--- config.mk ---
export PLATFORM = sky130hd
export DESIGN_NAME = s1_rr_arbiter
export DESIGN_NICKNAME = d
export VERILOG_FILES = /design/src/rtl/s1_rr_arbiter_pkg.sv /design/src/rtl/mux4to1.sv /design/src/rtl/s1_rr_arbiter_pick.sv /design/src/rtl/s1_rr_arbiter.sv
export SDC_FILE = /design/constraint.sdc
export NUM_CORES = 1
export LEC_CHECK = 0
export ABC_AREA = 1
export BUFFER_PORTS_ARGS = -buffer_cell sky130_fd_sc_hd__buf_4
export CAP_MARGIN = 20
export CORE_MARGIN = 2
export CORE_UTILIZATION = 51
export CTS_BUF_LIST = sky130_fd_sc_hd__clkbuf_4
export CTS_CLUSTER_DIAMETER = 80
export DETAILED_ROUTE_END_ITERATION = 8
export PLACE_DENSITY = 0.95
export SYNTH_ARGS = -nofsm -noshare
export SYNTH_HDL_FRONTEND = slang
export SYNTH_HIERARCHICAL = 1
export SYNTH_SLANG_ARGS = --single-unit
--- constraint.sdc ---
create_clock -name clk -period 5.63 [get_ports clk]
set_clock_uncertainty 0.1 [all_clocks]
set_input_delay 1.126 -clock clk [delete_from_list [all_inputs] [get_ports clk]]
set_output_delay 1.126 -clock clk [all_outputs]
set_load 0.05 [all_outputs]
--- src/rtl/s1_rr_arbiter_pkg.sv ---
`default_nettype none
// ============================================================================
// Module   : s1_rr_arbiter_pkg
// Brief    : Shared types and constants for the S1 round-robin arbiter.
// Revision : 1.0
// ============================================================================
package s1_rr_arbiter_pkg;

    typedef enum logic {
        IDLE = 1'b0,
        FULL = 1'b1
    } state_t;

    localparam int         NREQ    = 4;
    localparam logic [1:0] PTR_RST = 2'd3;

endpackage : s1_rr_arbiter_pkg
`default_nettype wire

--- src/rtl/mux4to1.sv ---
`default_nettype none
// ============================================================================
// Module   : mux4to1
// Brief    : Four-input N-bit multiplexer, shared S-cell datapath select.
// Revision : 1.0
// ============================================================================
module mux4to1 #(
    parameter int N = 8
) (
    input  logic [1:0]   i_sel,
    input  logic [N-1:0] i_d0,
    input  logic [N-1:0] i_d1,
    input  logic [N-1:0] i_d2,
    input  logic [N-1:0] i_d3,
    output logic [N-1:0] o_y
);

    always_comb begin
        o_y = i_d0;
        case (i_sel)
            2'd0:    o_y = i_d0;
            2'd1:    o_y = i_d1;
            2'd2:    o_y = i_d2;
            default: o_y = i_d3;
        endcase
    end

endmodule : mux4to1
`default_nettype wire

--- src/rtl/s1_rr_arbiter_pick.sv ---
`default_nettype none
// ============================================================================
// Module   : s1_rr_arbiter_pick
// Brief    : Combinational round-robin pick, searching from i_ptr+1 upward.
// Revision : 1.0
// ============================================================================
module s1_rr_arbiter_pick
    import s1_rr_arbiter_pkg::*;
(
    input  logic [NREQ-1:0] i_req,
    input  logic [1:0]      i_ptr,
    output logic [1:0]      o_sel,
    output logic            o_any
);

    logic [1:0] w_idx;

    always_comb begin
        o_sel = 2'd0;
        o_any = 1'b0;
        w_idx = 2'd0;
        // Last-granted requester is searched last (k=4 wraps back to i_ptr).
        for (int k = 1; k <= NREQ; k++) begin
            w_idx = i_ptr + 2'(k);
            if (!o_any && i_req[w_idx]) begin
                o_sel = w_idx;
                o_any = 1'b1;
            end
        end
    end

endmodule : s1_rr_arbiter_pick
`default_nettype wire

--- src/rtl/s1_rr_arbiter.sv ---
`default_nettype none
// ============================================================================
// Module   : s1_rr_arbiter
// Brief    : Round-robin sequencer for the shared 4:1 mux + output register.
// Revision : 1.0
// ============================================================================
module s1_rr_arbiter
    import s1_rr_arbiter_pkg::*;
#(
    parameter int N = 8
) (
    input  logic            clk,
    input  logic            clr_n,
    input  logic            flush,
    input  logic [NREQ-1:0] req,
    input  logic [N-1:0]    d0,
    input  logic [N-1:0]    d1,
    input  logic [N-1:0]    d2,
    input  logic [N-1:0]    d3,
    output logic [NREQ-1:0] ack,
    output logic [N-1:0]    out,
    output logic [1:0]      out_id,
    output logic            out_valid,
    input  logic            out_ready
);

    state_t       r_state;
    state_t       w_state_nxt;
    logic [1:0]   r_ptr;
    logic [N-1:0] r_out;
    logic [1:0]   r_out_id;

    logic [1:0]   w_sel;
    logic         w_any;
    logic         w_load;
    logic [N-1:0] w_mux;

    s1_rr_arbiter_pick u_pick (
        .i_req (req),
        .i_ptr (r_ptr),
        .o_sel (w_sel),
        .o_any (w_any)
    );

    mux4to1 #(.N(N)) u_mux (
        .i_sel (w_sel),
        .i_d0  (d0),
        .i_d1  (d1),
        .i_d2  (d2),
        .i_d3  (d3),
        .o_y   (w_mux)
    );

    // A FULL register that is being drained can be reloaded on the same edge.
    assign w_load = w_any && !flush && ((r_state == IDLE) || out_ready);

    always_comb begin
        w_state_nxt = r_state;
        if (flush) begin
            w_state_nxt = IDLE;
        end else if (w_load) begin
            w_state_nxt = FULL;
        end else if ((r_state == FULL) && out_ready) begin
            w_state_nxt = IDLE;
        end
    end

    always_ff @(posedge clk or negedge clr_n) begin
        if (!clr_n) begin
            r_state  <= IDLE;
            r_ptr    <= PTR_RST;
            r_out    <= '0;
            r_out_id <= 2'd0;
        end else begin
            r_state <= w_state_nxt;
            if (w_load) begin
                r_ptr    <= w_sel;
                r_out    <= w_mux;
                r_out_id <= w_sel;
            end
        end
    end

    assign ack       = (w_load && clr_n) ? (4'b0001 << w_sel) : 4'b0000;
    assign out       = r_out;
    assign out_id    = r_out_id;
    assign out_valid = (r_state == FULL);

endmodule : s1_rr_arbiter
`default_nettype wire

# Word level (Yosys, flattened, before mapping)
# Index checks and enable logic that the tools add are counted.
op_classes:
  n_bitwise: 1
  n_mux: 21
  addsub: 3
  eq_ne: 2
  order_cmp: 4
  shift: 1
  reduce_logical: 14
op_table:
  columns: ["cell", "n"]
  rows:
  - ["$pmux W8 S3", 1]
  - ["$lt A2 B3 Y1 const B", 4]
  - ["$mux W1", 11]
  - ["$bmux W1 S2", 4]
  - ["$mux W2", 4]
  - ["$logic_and A1 B1 Y1", 7]
  - ["$add A2 B2 Y2 const B", 2]
  - ["$logic_not A1 Y1", 4]
  - ["$mux W4", 1]
  - ["$shl A1 B2 Y4 const A", 1]
  - ["$reduce_bool A3 Y1", 1]
  - ["$add A2 B1 Y2 const B", 1]
  - ["$eq A2 B1 Y1 const B", 1]
  - ["$eq A2 B2 Y1 const B", 1]
  - ["$logic_not A2 Y1", 1]
  - ["$logic_or A1 B1 Y1", 1]
  - ["$not A1 Y1", 1]
totals:
  input_bits: 40
  wordCells: 50
  regBits: 13
  out_inout_bits: 15

# Depth between registers and ports, before layout
logic_depth:
  depth_word: 17
  ltp_mapped: 14
  ltp_nobuf: 13

# Modules after synthesis
# The synthesis kept the hierarchy.
modules_own_cells:
  columns: ["module", "cells_per_inst", "instances", "area_per_inst_um2"]
  rows:
  - ["s1_rr_arbiter", 65, 1, 579.3]
  - ["s1_rr_arbiter_pick", 52, 1, 271.5]
  - ["mux4to1", 47, 1, 264.0]

# Worst setup path after synthesis
# Ideal clock, no wire load.
synth_timing:
  path_type: "input-to-output"
  start: "input port req[2]"
  end: "output port ack[0]"
  path_slack_ns: 1.825
  arrival_ns: 2.579
  n_path_buf: 1
  cell_stages: 11
  cell_sequence: "nand2_1 nand2_1 nand2_1 nand2_4 nor2_8 nand4_1 inv_1 nor2_4 buf_6 nand3_2 nor2_1"
synth_via:
  elab_chain_len: 16
  word_cells_on_any_way: 27
  cone_classes: "shift (1); mux (17); reduce/logical (9)"
synth_lines:
  columns: ["item", "line_no", "rtl"]
  rows:
  - ["start: declaration", "s1_rr_arbiter.sv:15", "input logic [NREQ-1:0] req,"]
  - ["$bmux W1 S2", "s1_rr_arbiter_pick.sv:25", "if (!o_any && i_req[w_idx]) begin"]
  - ["$mux W1 (implied by the code)", "s1_rr_arbiter_pick.sv:25", null]
  - ["$mux W1", "s1_rr_arbiter_pick.sv:25", null]
  - ["$logic_not A1 Y1", "s1_rr_arbiter_pick.sv:25", null]
  - ["$logic_and A1 B1 Y1", "s1_rr_arbiter_pick.sv:25", null]
  - ["$mux W1", "s1_rr_arbiter_pick.sv:25", null]
  - ["$logic_not A1 Y1", "s1_rr_arbiter_pick.sv:25", null]
  - ["$logic_and A1 B1 Y1", "s1_rr_arbiter_pick.sv:25", null]
  - ["$mux W1", "s1_rr_arbiter_pick.sv:25", null]
  - ["$logic_not A1 Y1", "s1_rr_arbiter_pick.sv:25", null]
  - ["$logic_and A1 B1 Y1", "s1_rr_arbiter_pick.sv:25", null]
  - ["$mux W1 *", "s1_rr_arbiter_pick.sv:25", null]
  - ["net w_any", "s1_rr_arbiter.sv:34", "logic w_any;"]
  - ["$logic_and A1 B1 Y1 * (2 in series)", "s1_rr_arbiter.sv:55", "assign w_load = w_any && !flush && ((r_state == IDLE) || out_ready);"]
  - ["$logic_and A1 B1 Y1 *", "s1_rr_arbiter.sv:84", "assign ack = (w_load && clr_n) ? (4'b0001 << w_sel) : 4'b0000;"]
  - ["$mux W4 *", "s1_rr_arbiter.sv:84", null]
  - ["end: declaration", "s1_rr_arbiter.sv:20", "output logic [NREQ-1:0] ack,"]
# Mark *: on every way through the listed nets, which the timed path passes. The rest lies on a longest branch. The select of a mux whose other input is x is not followed.

# Worst setup path in the final report
layout_timing:
  start: "input port req[3]"
  end: "output port ack[0]"
layout_via:
  word_cells_on_any_way: 27
  cone_classes: "shift (1); mux (17); reduce/logical (9)"
layout_lines:
  columns: ["item", "line_no", "rtl"]
  rows:
  - ["$bmux W1 S2", "s1_rr_arbiter_pick.sv:25", null]
  - ["$mux W1 (implied by the code)", "s1_rr_arbiter_pick.sv:25", null]
  - ["$mux W1", "s1_rr_arbiter_pick.sv:25", null]
  - ["$logic_not A1 Y1", "s1_rr_arbiter_pick.sv:25", null]
  - ["$logic_and A1 B1 Y1", "s1_rr_arbiter_pick.sv:25", null]
  - ["$mux W1", "s1_rr_arbiter_pick.sv:25", null]
  - ["$logic_not A1 Y1", "s1_rr_arbiter_pick.sv:25", null]
  - ["$logic_and A1 B1 Y1", "s1_rr_arbiter_pick.sv:25", null]
  - ["$mux W1", "s1_rr_arbiter_pick.sv:25", null]
  - ["$logic_not A1 Y1", "s1_rr_arbiter_pick.sv:25", null]
  - ["$logic_and A1 B1 Y1", "s1_rr_arbiter_pick.sv:25", null]
  - ["$mux W2 *", "s1_rr_arbiter_pick.sv:25", null]
  - ["net w_sel[0]", "s1_rr_arbiter.sv:33", "logic [1:0] w_sel;"]
  - ["$shl A1 B2 Y4 *", "s1_rr_arbiter.sv:84", null]
  - ["$mux W4 *", "s1_rr_arbiter.sv:84", null]
# Marked as above.

==> flow_summary.ini <==
[synthesis]
synth_cell_type_count = 17
syn_avg_cell_area_sq_um = 6.80
yosysWarnings = 6
synth_area_sq_um = 1110
netlist.area_leader.share_pct = 24.7
ys_seq_area_share_pct = 29.4
synth_top_cell_by_area = dfrtp_1
synthTopCellsByArea = dfrtp_1 25%, nand3_1 20%, nand2_1 18%
synth-seq-cells = 13
syn_inst = 164
synth.net_count = 204

[routing]
post_drt_wl_per_cell_um = 12.8
wirelength_um = 3090
drtIter0Drc = 36
drc = 0
dr_total_vias = 1308
first_pass_iters = 4
via_per_inst = 5.43
drtAntennaViolNets = 0

[critical_path]
crit_top_cell = nand2_1
cp-start-kind = input pin
arrival_ps = 3050
cp-end-kind = output port
critPathSlowestCell = nand3_1
crit_type = in2out
cp_max_fo = 21
cp.required_ps = 4400
path_cells = buf_4 -> nand2_1 -> nand2_1 -> nand2_4 -> nand2_4 -> nor2_1 -> a21oi_1 -> nand3_1 -> inv_1 -> nand2_1 -> nor2_1 -> buf_4
slowest_delay_ps = 650

[power_and_ir_drop]
p_leak_uw = 0.000820
clkPwrFrac_pct = 5.6
switching_share_pct = 60.4
irDropWorstVdd_v = 0.000469
p_sw_uw = 671
finalPower_uw = 1110
seqPwrFrac_pct = 16.7
power_frac_comb_pct = 77.7
power.density_nw_per_um2 = 740
internal-power_uw = 439

[floorplanning]
row_count = 16
core_area_sq_um = 2000
fp.dieW_um = 50.8
die_area_sq_um = 2580
ios = 55
start_util_pct = 55.7
die_height_um = 50.8

[grt]
grt_max_degree = 22
grt_use_total_pct = 25.9
antenna_found_initial = 0
grt_pass1_wl_um = 5230
overflow = 0
first_global_vias = 1248

[cells_and_area]
final_util_pct = 75.0
area_growth_pct = 34.7
diodes = 0
fin_nets = 255
nFillCells = 163
layout-drive-gt1-share_pct = 36.0
fin_area_sq_um = 1500

[clocking]
cts_sinks = 13
cts_buffers = 3
h-tree-depth = 1
cts_max_path_buffers = 2
root_buffer = clkbuf_4
cts_resized = 0
ctsHoldBuffers = 0
clk_pin_slew_ps = 80
clk_latency_ps = 270
cts_tree = yes
cts_setup_buffers = 0

[timing]
min_period_ps = 4270
finalCritPeriodShare_pct = 75.9
tns_ps = 0
worst_slack_ps = 1360
fmax_mhz = 234
slew_violations = 0
rsz0062_at_grt = false
slew_headroom_pct = 41.3
worst_pin_slew_ps = 878
hold_viol_final = 0
setup_viol = 0

[place]
dp_slack_ps = 1420
port_buffers = 54
hpwlAfterDp_um = 2440
routabilityCongestion = 0.832
placed_area_sq_um = 1470

[run_status]
run_status = finished, final reports clean

[min_path]
worstHoldPathType = reg2reg

[flow_run]
drv_cap = 0
cell type report:
cell class              count  area [sq um]  share of cell area (%)
multi-input cells         132           663                    44.2
repair buffers             54           405                    27.0
flip-flops and latches     13           328                    21.8
inverters                  11          41.3                    2.75
well taps                  27          33.8                    2.25
clock buffers               4          30.0                    2.00
logic make-up (layout without fill, tap and decap cells):
group / after synthesis / after routing / synth area share, %
DFF: 13 / 13 / 29.4
AOI/OAI and AO/OA: 4 / 4 / 2.02
buffers and inverters: 19 / 69 / 11.1
and+or+nand+nor: 128 / 128 / 57.5
worst max-delay path: cells and delay by family:
family | cells | cell delay, ps
AND/OR/NAND/NOR | 8 | 1260
buffers and inverters | 3 | 480
AO/OA/AOI/OAI | 1 | 160
path summary, 6_finish.rpt:
kind | slack, ps | startpoint | end | cells past startpoint
worst max-delay path | 1360 | req[3] | ack[0] | 12
worst min-delay path | 380 | out[1] | out[1] | 2
worst min register to register | 380 | out[1] | out[1] | 2
worst max register to register | 2590 | r_ptr[0] | out[6] | 12
max in group asynchronous | 4600 | clr_n | r_ptr[1] | 1
min in group asynchronous | 590 | clr_n | out[6] | 1
synth_stat cells:
master	number
a21oi_1	3
buf_4	2
buf_6	6
dfrtp_1	11
dfstp_2	2
inv_1	8
inv_2	3
nand2_1	54
nand2_2	7
nand2_4	3
nand3_1	44
nand3_2	1
nand4_1	11
nor2_1	5
nor2_4	2
nor2_8	1
o21a_1	1
metrics by stage:
stage | std cells | hold WS (ps)
floorplan | 164 | 350
CTS | 241 | 381
detailed placement | 237 | 362
finish | 241 | 379
global placement | 237 | 358
global route | 241 | 409
sequential cells by signal, indices dropped and copies added (netlist names):
register   count
out            8
r_ptr          2
out_id         2
out_valid      1
layout by cell type, fill, tap and decap left out, types with 3 or more instances in the layout:
| cell type | count |
|---|---|
| nand2_1 | 54 |
| buf_4 | 54 |
| nand3_1 | 44 |
| dfrtp_1 | 11 |
| nand4_1 | 11 |
| inv_1 | 8 |
| nand2_2 | 7 |
| nor2_1 | 5 |
| clkbuf_4 | 4 |
| a21oi_1 | 3 |
| inv_2 | 3 |
| nand2_4 | 3 |
metal layers:
metal / vias to the layer above / GRT usage [%] / routed length (um)
met5: - / 0 / 0
met4: 0 / 7.21 / 25
met3: 6 / 3.27 / 277
met2: 82 / 47.6 / 1550
met1: 571 / 31.5 / 1240
li1: 649 / - / -
power groups by stage:
stage	Sequential, uW	Combinational, uW	Clock (uW)
after floorplan	291	627	0
after global placement	183	818	0
after detailed placement	186	853	0
after CTS	185	855	63.4
after global routing	191	936	68.4
final	185	863	62.6
Note: power is estimated with default switching activity, not from simulation.
